File: config.mk
export PLATFORM = sky130hd
export DESIGN_NAME = dcache_ctrl
export DESIGN_NICKNAME = d
export VERILOG_FILES = /design/src/rtl/dcache_ctrl.sv
export SDC_FILE = /design/constraint.sdc
export NUM_CORES = 1
export LEC_CHECK = 0
export CAP_MARGIN = 30
export CORE_MARGIN = 2
export CORE_UTILIZATION = 38
export CTS_CLUSTER_SIZE = 12
export DETAILED_ROUTE_END_ITERATION = 16
export PLACE_DENSITY = 0.92
export SYNTH_ARGS = -nofsm -noshare
export SYNTH_HDL_FRONTEND = slang
export SYNTH_SLANG_ARGS = --single-unit
File: constraint.sdc
create_clock -name clk -period 2.4 [get_ports clk]
set_input_delay 0.6 -clock clk [delete_from_list [all_inputs] [get_ports clk]]
set_output_delay 0.6 -clock clk [all_outputs]
set_load 0.02 [all_outputs]
File: src/rtl/dcache_ctrl.sv
// Blocking write-back data-cache controller: looks up external line storage and runs
// write-back/refill bursts on the memory port. Define CACHE_PERF_CNT_EN for hit/miss counters.
module dcache_ctrl #(
  parameter int unsigned ADDR_WIDTH  = 32,
  parameter int unsigned LINE_WIDTH  = 6,
  parameter int unsigned CACHE_WIDTH = 6,
  localparam int unsigned TAG_WIDTH  = ADDR_WIDTH - LINE_WIDTH - CACHE_WIDTH,
  localparam int unsigned WORD_WIDTH = LINE_WIDTH - 2
) (
  input  logic                   clk,
  input  logic                   rst,
  input  logic                   cpu_req,
  input  logic                   cpu_wr,
  input  logic [ADDR_WIDTH-1:0]  cpu_addr,
  input  logic [31:0]            cpu_wdata,
  output logic                   cpu_ready,
  output logic [31:0]            cpu_rdata,
  output logic [CACHE_WIDTH-1:0] line_sel,
  output logic [WORD_WIDTH-1:0]  line_index,
  output logic                   line_we,
  output logic                   line_valid_in,
  output logic [TAG_WIDTH-1:0]   line_tag_in,
  output logic                   line_dirty_in,
  output logic [31:0]            line_data_in,
  input  logic                   line_valid,
  input  logic [TAG_WIDTH-1:0]   line_tag,
  input  logic                   line_dirty,
  input  logic [31:0]            line_data,
  output logic                   mem_req,
  output logic                   mem_we,
  output logic [ADDR_WIDTH-1:0]  mem_addr,
  output logic [31:0]            mem_wdata,
  input  logic                   mem_ack,
  input  logic                   mem_rvalid,
  input  logic [31:0]            mem_rdata
`ifdef CACHE_PERF_CNT_EN
  ,
  output logic [31:0]            hit_cnt,
  output logic [31:0]            miss_cnt
`endif
);

  typedef enum logic [1:0] {StIdle, StLookup, StWb, StRefill} state_e;

  localparam logic [WORD_WIDTH-1:0] LastBeat = {WORD_WIDTH{1'b1}};

  state_e                 state_q;
  logic [ADDR_WIDTH-1:0]  addr_q;
  logic                   wr_q;
  logic [31:0]            wdata_q;
  logic [WORD_WIDTH-1:0]  beat_q;
  logic                   first_q;
  logic                   cpu_ready_q;
  logic [31:0]            cpu_rdata_q;

  logic [TAG_WIDTH-1:0]   req_tag;
  logic [CACHE_WIDTH-1:0] req_index;
  logic [WORD_WIDTH-1:0]  req_word;
  logic                   hit;

  assign req_tag   = addr_q[ADDR_WIDTH-1 -: TAG_WIDTH];
  assign req_index = addr_q[LINE_WIDTH +: CACHE_WIDTH];
  assign req_word  = addr_q[2 +: WORD_WIDTH];
  assign hit       = line_valid && (line_tag == req_tag);

  assign cpu_ready = cpu_ready_q;
  assign cpu_rdata = cpu_rdata_q;

  // Storage and memory strobes are decoded from the state so writes land in the hit/beat cycle.
  always_comb begin
    mem_req       = 1'b0;
    mem_we        = 1'b0;
    mem_addr      = '0;
    mem_wdata     = line_data;
    line_sel      = req_index;
    line_index    = req_word;
    line_we       = 1'b0;
    line_valid_in = 1'b0;
    line_tag_in   = req_tag;
    line_dirty_in = 1'b0;
    line_data_in  = wdata_q;
    case (state_q)
      StLookup: begin
        if (hit && wr_q) begin
          line_we       = 1'b1;
          line_valid_in = 1'b1;
          line_dirty_in = 1'b1;
        end
      end
      StWb: begin
        mem_req    = 1'b1;
        mem_we     = 1'b1;
        mem_addr   = {line_tag, req_index, {LINE_WIDTH{1'b0}}};
        line_index = beat_q;
      end
      StRefill: begin
        mem_req       = 1'b1;
        mem_addr      = {req_tag, req_index, {LINE_WIDTH{1'b0}}};
        line_index    = beat_q;
        line_we       = mem_rvalid;
        line_valid_in = (beat_q == LastBeat);
        line_data_in  = mem_rdata;
      end
      default: ;
    endcase
  end

  always_ff @(posedge clk) begin
    if (!rst) begin
      state_q     <= StIdle;
      addr_q      <= '0;
      wr_q        <= 1'b0;
      wdata_q     <= '0;
      beat_q      <= '0;
      first_q     <= 1'b0;
      cpu_ready_q <= 1'b0;
      cpu_rdata_q <= '0;
    end else begin
      cpu_ready_q <= 1'b0;
      case (state_q)
        StIdle: begin
          if (cpu_req) begin
            addr_q  <= cpu_addr;
            wr_q    <= cpu_wr;
            wdata_q <= cpu_wdata;
            first_q <= 1'b1;
            state_q <= StLookup;
          end
        end
        StLookup: begin
          first_q <= 1'b0;
          if (hit) begin
            cpu_ready_q <= 1'b1;
            cpu_rdata_q <= line_data;
            state_q     <= StIdle;
          end else if (line_valid && line_dirty) begin
            state_q <= StWb;
          end else begin
            state_q <= StRefill;
          end
        end
        StWb: begin
          if (mem_ack) begin
            beat_q <= beat_q + 1'b1;
            if (beat_q == LastBeat) state_q <= StRefill;
          end
        end
        StRefill: begin
          if (mem_rvalid) begin
            beat_q <= beat_q + 1'b1;
            if (beat_q == LastBeat) state_q <= StLookup;
          end
        end
        default: state_q <= StIdle;
      endcase
    end
  end

`ifdef CACHE_PERF_CNT_EN
  // Only lookups that start a CPU request count; the post-refill re-lookup does not.
  always_ff @(posedge clk) begin
    if (!rst) begin
      hit_cnt  <= '0;
      miss_cnt <= '0;
    end else if (state_q == StLookup && first_q) begin
      if (hit) hit_cnt <= hit_cnt + 32'd1;
      else     miss_cnt <= miss_cnt + 32'd1;
    end
  end
`endif

endmodule

==> results.tsv, run 1 <==
stage	metric	value	unit
synth	ys_seq_area_frac	0.377	
detailed_routing	drt_iter0_markers	241	
synth	syn_avg_cell_area	8.63	um2
layout	drive_gt1_frac	0.202	
sta	finalMaxSlewViolations	0	
hold_path	hold_start	cpu_rdata[12]	
global_routing	grt_overflow	0	
sta	finalCritPeriodShare	1.02	
detailed_routing	firstDrtPassIters	6	
detailed_routing	wl_per_cell	16.3	um
synth	ys_ff_latch	102	
hold_path	hold_depth	2	
layout	fillCellCount	1118	
detailed_routing	vias	5194	
synth	post_synth_xor_area_fraction	0.0372	
floorplanning	initial_core_util	0.390	
placement	numPlacedInstances	1059	
layout	diodes	0	
synth	synthCells	627	
floorplanning	chipWidth	123	um
setup_path	startpoint	line_tag[19]	
synth	synth_top_family_by_area	simple AND/OR/NAND/NOR gates	
synth	synth_mux_area_frac	0.138	
setup_path	critPathKind	input port to output pin	
power	ir_worst_vdd	0.000467	V
placement	numPortBuffers	311	
placement	dp_hpwl	13.5	mm
sta	final-setup-viol-count	3	
layout	multi_input_area	2870	um2
setup_path	reg2regPathDepth	8	
synth	synth_edf_count	0	
detailed_routing	via_per_inst	4.81	
clock_tree	cts.clk_slew.worst_paths	70	ps
clock_tree	clkLatencyLatePin	340	ps
synth	yosys_warnings	0	
sta	setup_slack	-44.6	ps
sta	hold_slack	459	ps
global_routing	grt_pass1_wl	26.0	mm
synth	synthFlopType	dfxtp_1	
layout	final_cell_mix	222 x clkdlybuf4s50_1, 196 x nand2_1, 93 x dfxtp_1	
setup_path	end_kind	output pin	
layout	nets	1056	
power	p_total	6420	uW
sta	hold_viol_final	0	
sta	fmax	409	MHz
setup_path	path_cells	clkbuf_2 > xnor2_1 > nand3_2 > nor4_4 > and2_4 > a32o_1 > buf_6	
sta	rsz0062_at_grt	yes	
global_routing	grt_max_degree	73	
clock_tree	cts_buffer_depth	2	
setup_path	cpMaxStageDelayCell	nor4_4	
global_routing	track_usage	0.223	
clock_tree	cts_tree	yes	
hold_path	hold_class	register to register	
layout	final_core_util	0.644	
detailed_routing	wl	17.6	mm
setup_path	crit_fanout	4	
floorplanning	num_rows	43	
layout	fin_cells	1080	
synth	synthesis.area	5410	um2
layout	layout_commonest_cell	clkdlybuf4s50_1	
layout	regArea	2060	um2
clock_tree	cts_made_buffers	9	
layout	area_growth	65.3	%
clock_tree	cts_root_buf	clkbuf_16	
placement	gp_congestion	0.939	
setup_path	worstPathArrival	1840	ps
floorplanning	dieArea	15200	um2
synth	synthArstFlopShare	0	
clock_tree	cts_num_sinks	102	
setup_path	required	1800	ps
detailed_routing	final_antenna_net_count	0	
outcome	violations	setup timing	
synth	synthSimpleGateAreaFrac	0.171	
clock_tree	h-tree-depth	3	
synth	yosys.area_share.adder	0.0116	
setup_path	start_kind	input port	
global_routing	grt_pass1_vias	4983	
detailed_routing	drc	0	
global_routing	antenna_found_initial	0	
run	maxCapViolations	0	
sta	fin_crit	2440	ps
setup_path	max_stage_delay	290	ps
power	leakage	0.00358	uW
floorplanning	io-pin-count	320	
synth	synth_cell_types	35	
sta	finClkSkew	6.40	ps
synth	synth_compound_area_frac	0.135	
power	powerDensity	718	nW/um2
setup_path	regToRegStartpoint	state_q[0]	
floorplanning	fp.coreArea	13900	um2
floorplanning	die_y	123	um
outcome	status	complete, but fails checks	
clock_tree	hold_buffers	0	
==> worst max-delay path, delay by kind of cell <==
kind                      cells  cell delay (ps)
AOI/OAI and AO/OA             1              190
xor gates and xnor gates      1              180
and+or+nand+nor               3              640
buffers and inverters         2              220
==> cells in the mapped netlist (3+ instances only) <==
cell / instances / share of area
and3_1: 4 / 0.0046
buf_4: 64 / 0.089
nand2_1: 197 / 0.14
a22o_1: 19 / 0.031
mux2_2: 36 / 0.075
xnor2_1: 21 / 0.034
a21boi_0: 63 / 0.087
buf_12: 3 / 0.011
ha_1: 5 / 0.012
nand4_1: 5 / 0.0058
clkbuf_1: 30 / 0.021
buf_1: 5 / 0.0035
and2_1: 9 / 0.010
dfxtp_1: 102 / 0.38
mux2i_1: 34 / 0.063
nor2b_1: 5 / 0.0058
==> cell families after synthesis <==
group | after synthesis
AO/OA/AOI/OAI | 91
XOR/XNOR | 23
adder cells (fa/ha/maj) | 5
buffers and inverters | 108
flip-flops | 102
multiplexers | 70
other | 1
AND/OR/NAND/NOR | 227
==> area by class of cell <==
type / instances / share of cell area
timing repair buffer: 357 / 0.383
clock buffer: 11 / 0.0283
inverter: 3 / 0.00154
multi-input combinational: 422 / 0.320
sequential: 102 / 0.230
clock inverter: 5 / 0.0116
tap: 180 / 0.0252
==> report_power, final <==
part | leakage (uW) | switching [uW] | internal, uW
sequential | 0.000835 | 165 | 1910
clock | 0.000176 | 628 | 1080
combinational | 0.00256 | 1380 | 1270
total | 0.00358 | 2170 | 4250
==> routing by layer <==
layer  wire length (um)  vias up  GRT usage
li1                   -     2536          -
met4                218        0     0.0611
met5                  0        -          0
met3               1320       14     0.0494
met1               7070     2444      0.268
met2               9030      200      0.398
==> path summary, 6_finish.rpt <==
check | end | slack [ps]
setup / recovery | line_valid_in | -40
hold / removal | cpu_rdata[12] | 460
setup reg to reg | state_q[0] | 450
hold reg to reg | cpu_rdata[12] | 460
==> sequential cells by signal, indices dropped and copies added (netlist names) <==
name / count
cpu_rdata: 32
wdata_q: 32
addr_q: 30
beat_q: 4
state_q: 2
cpu_ready: 1
wr_q: 1
==> timing repair <==
action	in CTS	in global routing
resized for setup	191	90
buffers inserted	0	3
pin swaps	20	15
gates cloned	0	2
endpoints found under the setup margin	66	61
==> metrics by stage <==
step / TNS (ps) / instance area (um2) / setup WS, ps
CTS: -2680 / 8860 / -115
floorplan: 0 / 5430 / 153
detailed placement: -10580 / 8470 / -1050
global placement: -7390 / 8470 / -953
global route: -521 / 8940 / -126
finish: -116 / 8940 / -44.6
No activity file was read; power rests on OpenSTA's default activity.
==> run 2: changes to the inputs <==
--- a/config.mk
+++ b/config.mk
@@ -8,6 +8,7 @@
 export CAP_MARGIN = 30
 export CORE_MARGIN = 2
 export CORE_UTILIZATION = 38
+export CTS_CLUSTER_DIAMETER = 100
 export CTS_CLUSTER_SIZE = 12
 export DETAILED_ROUTE_END_ITERATION = 16
 export PLACE_DENSITY = 0.92
==> results of run 2 <==
No change in the layout: final DEF, timing and power equal those of run 1.
==> run 3: changes to the inputs <==
--- a/config.mk
+++ b/config.mk
@@ -6,7 +6,7 @@
 export NUM_CORES = 1
 export LEC_CHECK = 0
 export CAP_MARGIN = 30
-export CORE_MARGIN = 2
+export CORE_MARGIN = 3
 export CORE_UTILIZATION = 38
 export CTS_CLUSTER_DIAMETER = 100
 export CTS_CLUSTER_SIZE = 12
==> constraint.sdc (replaced) <==
create_clock -name clk -period 2.4 [get_ports clk]
set_input_delay 0.6 -clock clk [delete_from_list [all_inputs] [get_ports clk]]
set_output_delay 0.6 -clock clk [all_outputs]
set_load 0.01 [all_outputs]
==> results.tsv, run 3 (synthesis gave the netlist of run 1 again) <==
stage	metric	value	unit	change
clock_tree	cts_num_sinks	102		unchanged
setup_path	rrSetupSlack	290	ps	was 450 ps
layout	fillCellCount	1071		was 1118
clock_tree	cts.clk_slew.worst_paths	70	ps	about the same
clock_tree	cts_made_buffers	9		unchanged
detailed_routing	vias	5265		was 5194
outcome	violations	setup timing		unchanged
layout	drive_gt1_frac	0.197		was 0.202
layout	final_core_util	0.669		was 0.644
setup_path	critPathKind	input port to output pin		unchanged
sta	setup_slack	-255	ps	was -44.6 ps
floorplanning	die_y	125	um	was 123 um
global_routing	grt_overflow	0		unchanged
power	leakage	0.00386	uW	was 0.00358 uW
sta	fin_crit	2660	ps	was 2440 ps
run	maxCapViolations	0		unchanged
global_routing	grt_max_degree	76		was 73
layout	nets	1070		was 1056
setup_path	worstPathArrival	2060	ps	was 1840 ps
hold_path	hold_class	register to register		unchanged
placement	dpl_cell_area	8420	um2	was 8470 um2
layout	area_growth	67.6	%	was 65.3%
setup_path	end_kind	output pin		unchanged
sta	hold_slack	457	ps	was 459 ps
sta	setup_tns	-783	ps	was -116 ps
layout	final_cell_mix	223 x clkdlybuf4s50_1, 196 x nand2_1, 98 x dfxtp_1		was 222 x clkdlybuf4s50_1, 196 x nand2_1, 93 x dfxtp_1
clock_tree	h-tree-depth	3		unchanged
floorplanning	chipWidth	125	um	was 123 um
detailed_routing	drt_iter0_markers	252		was 241
hold_path	holdPathEnd	cpu_rdata[16]		was cpu_rdata[12]
detailed_routing	final_antenna_net_count	0		unchanged
floorplanning	fp.coreArea	13600	um2	was 13900 um2
setup_path	r2r-end	state_q[0]		unchanged
power	powerDensity	670	nW/um2	was 718 nW/um2
detailed_routing	drc	0		unchanged
global_routing	grt_pass1_wl	27.8	mm	was 26.0 mm
placement	gp_congestion	0.907		was 0.939
detailed_routing	via_per_inst	4.83		was 4.81
global_routing	grt_pass1_vias	5340		was 4983
clock_tree	cts_root_buf	clkbuf_16		unchanged
clock_tree	cts_tree	yes		unchanged
power	ir_worst_vdd	0.000387	V	was 0.000467 V
hold_path	hold_start	cpu_rdata[16]		was cpu_rdata[12]
global_routing	antenna_found_initial	1		was 0
placement	pre_cts_ws	-925	ps	was -1050 ps
placement	numPortBuffers	311		unchanged
sta	finalMaxSlewViolations	0		unchanged
sta	finalCritPeriodShare	1.11		was 1.02
layout	multi_input_area	2840	um2	was 2870 um2
setup_path	reg2regPathDepth	10		was 8
floorplanning	num_rows	42		was 43
layout	fin_area	9070	um2	was 8940 um2
setup_path	crit_fanout	2		was 4
setup_path	regToRegStartpoint	state_q[1]		was state_q[0]
clock_tree	clkLatencyLatePin	340	ps	about the same
sta	finClkSkew	5.95	ps	was 6.40 ps
detailed_routing	wl	18.6	mm	was 17.6 mm
setup_path	start_kind	input port		unchanged
placement	dp_hpwl	13.4	mm	was 13.5 mm
layout	layout_commonest_cell	clkdlybuf4s50_1		unchanged
clock_tree	cts_buffer_depth	2		unchanged
clock_tree	hold_buffers	0		unchanged
floorplanning	initial_core_util	0.399		was 0.390
sta	rsz0062_at_grt	yes		unchanged
global_routing	track_usage	0.221		was 0.223
sta	hold_viol_final	0		unchanged
hold_path	hold_depth	2		unchanged
floorplanning	dieArea	15700	um2	was 15200 um2
detailed_routing	firstDrtPassIters	4		was 6
outcome	status	complete, but fails checks		unchanged
detailed_routing	wl_per_cell	17.1	um	was 16.3 um
layout	regArea	2050	um2	was 2060 um2
setup_path	required	1800	ps	about the same
floorplanning	io-pin-count	320		unchanged
sta	fmax	377	MHz	was 409 MHz
sta	final-setup-viol-count	5		was 3
-- run 3: final cells by class --
cell class	count	area share
well taps	176	0.0243
flip-flops and latches	102	0.226
diodes	1	0.000276
repair buffers	370	0.402
inverters	3	0.00179
clock buffers	11	0.0268
multi-input cells	422	0.313
repair inverters	1	0.000552
clock inverters	4	0.00524
-- run 3: critical path, stage by stage --
cell and delay, ps:
buf_4 140, xnor2_4 160, nand4_1 140, nor4_2 340
and2_4 210, buf_4 110, buf_6 90, and3_4 170
buf_6 90
-- run 3: how the worst max path moves through the flow --
stage,startpoint,to,slack [ps],depth (start not counted)
finish,line_tag[13],line_dirty_in,-260,9
global route,addr_q[25],line_dirty_in,-320,8
CTS,state_q[1],line_index[3],-170,6
detailed placement,line_tag[13],line_valid_in,-930,7
global placement,line_tag[15],line_valid_in,-890,7
floorplan,state_q[0],line_index[0],210,6
-- run 3: what timing repair did --
action / 4_1_cts / 5_1_grt
setup endpoints to repair: 67 / 47
endpoints found under the hold margin: 0 / 0
gates resized for setup: 189 / 81
buffers inserted: 7 / 12
cloned: 3 / 2
pin swaps: 26 / 9
-- run 3: where the power goes --
part	internal [uW]	leakage, uW	switching, uW
clock network	829	0.000141	631
logic	1360	0.00289	1190
registers	1910	0.000833	167
-- run 3: layer usage --
layer | share of wire | global-route usage | vias to the layer above | wire length [um]
li1 | - | - | 2568 | -
met1 | 0.39 | 0.256 | 2438 | 7340
met2 | 0.51 | 0.393 | 225 | 9550
met3 | 0.065 | 0.0525 | 34 | 1220
met4 | 0.027 | 0.0867 | 0 | 508
met5 | 0 | 0 | - | 0
-- run 3: per-stage QoR --
step / std cells / power, uW
after CTS: 1075 / 5950
after floorplan: 632 / 3300
final: 1090 / 6080
after global routing: 1090 / 6370
after global placement: 1050 / 4430
after detailed placement: 1050 / 4480
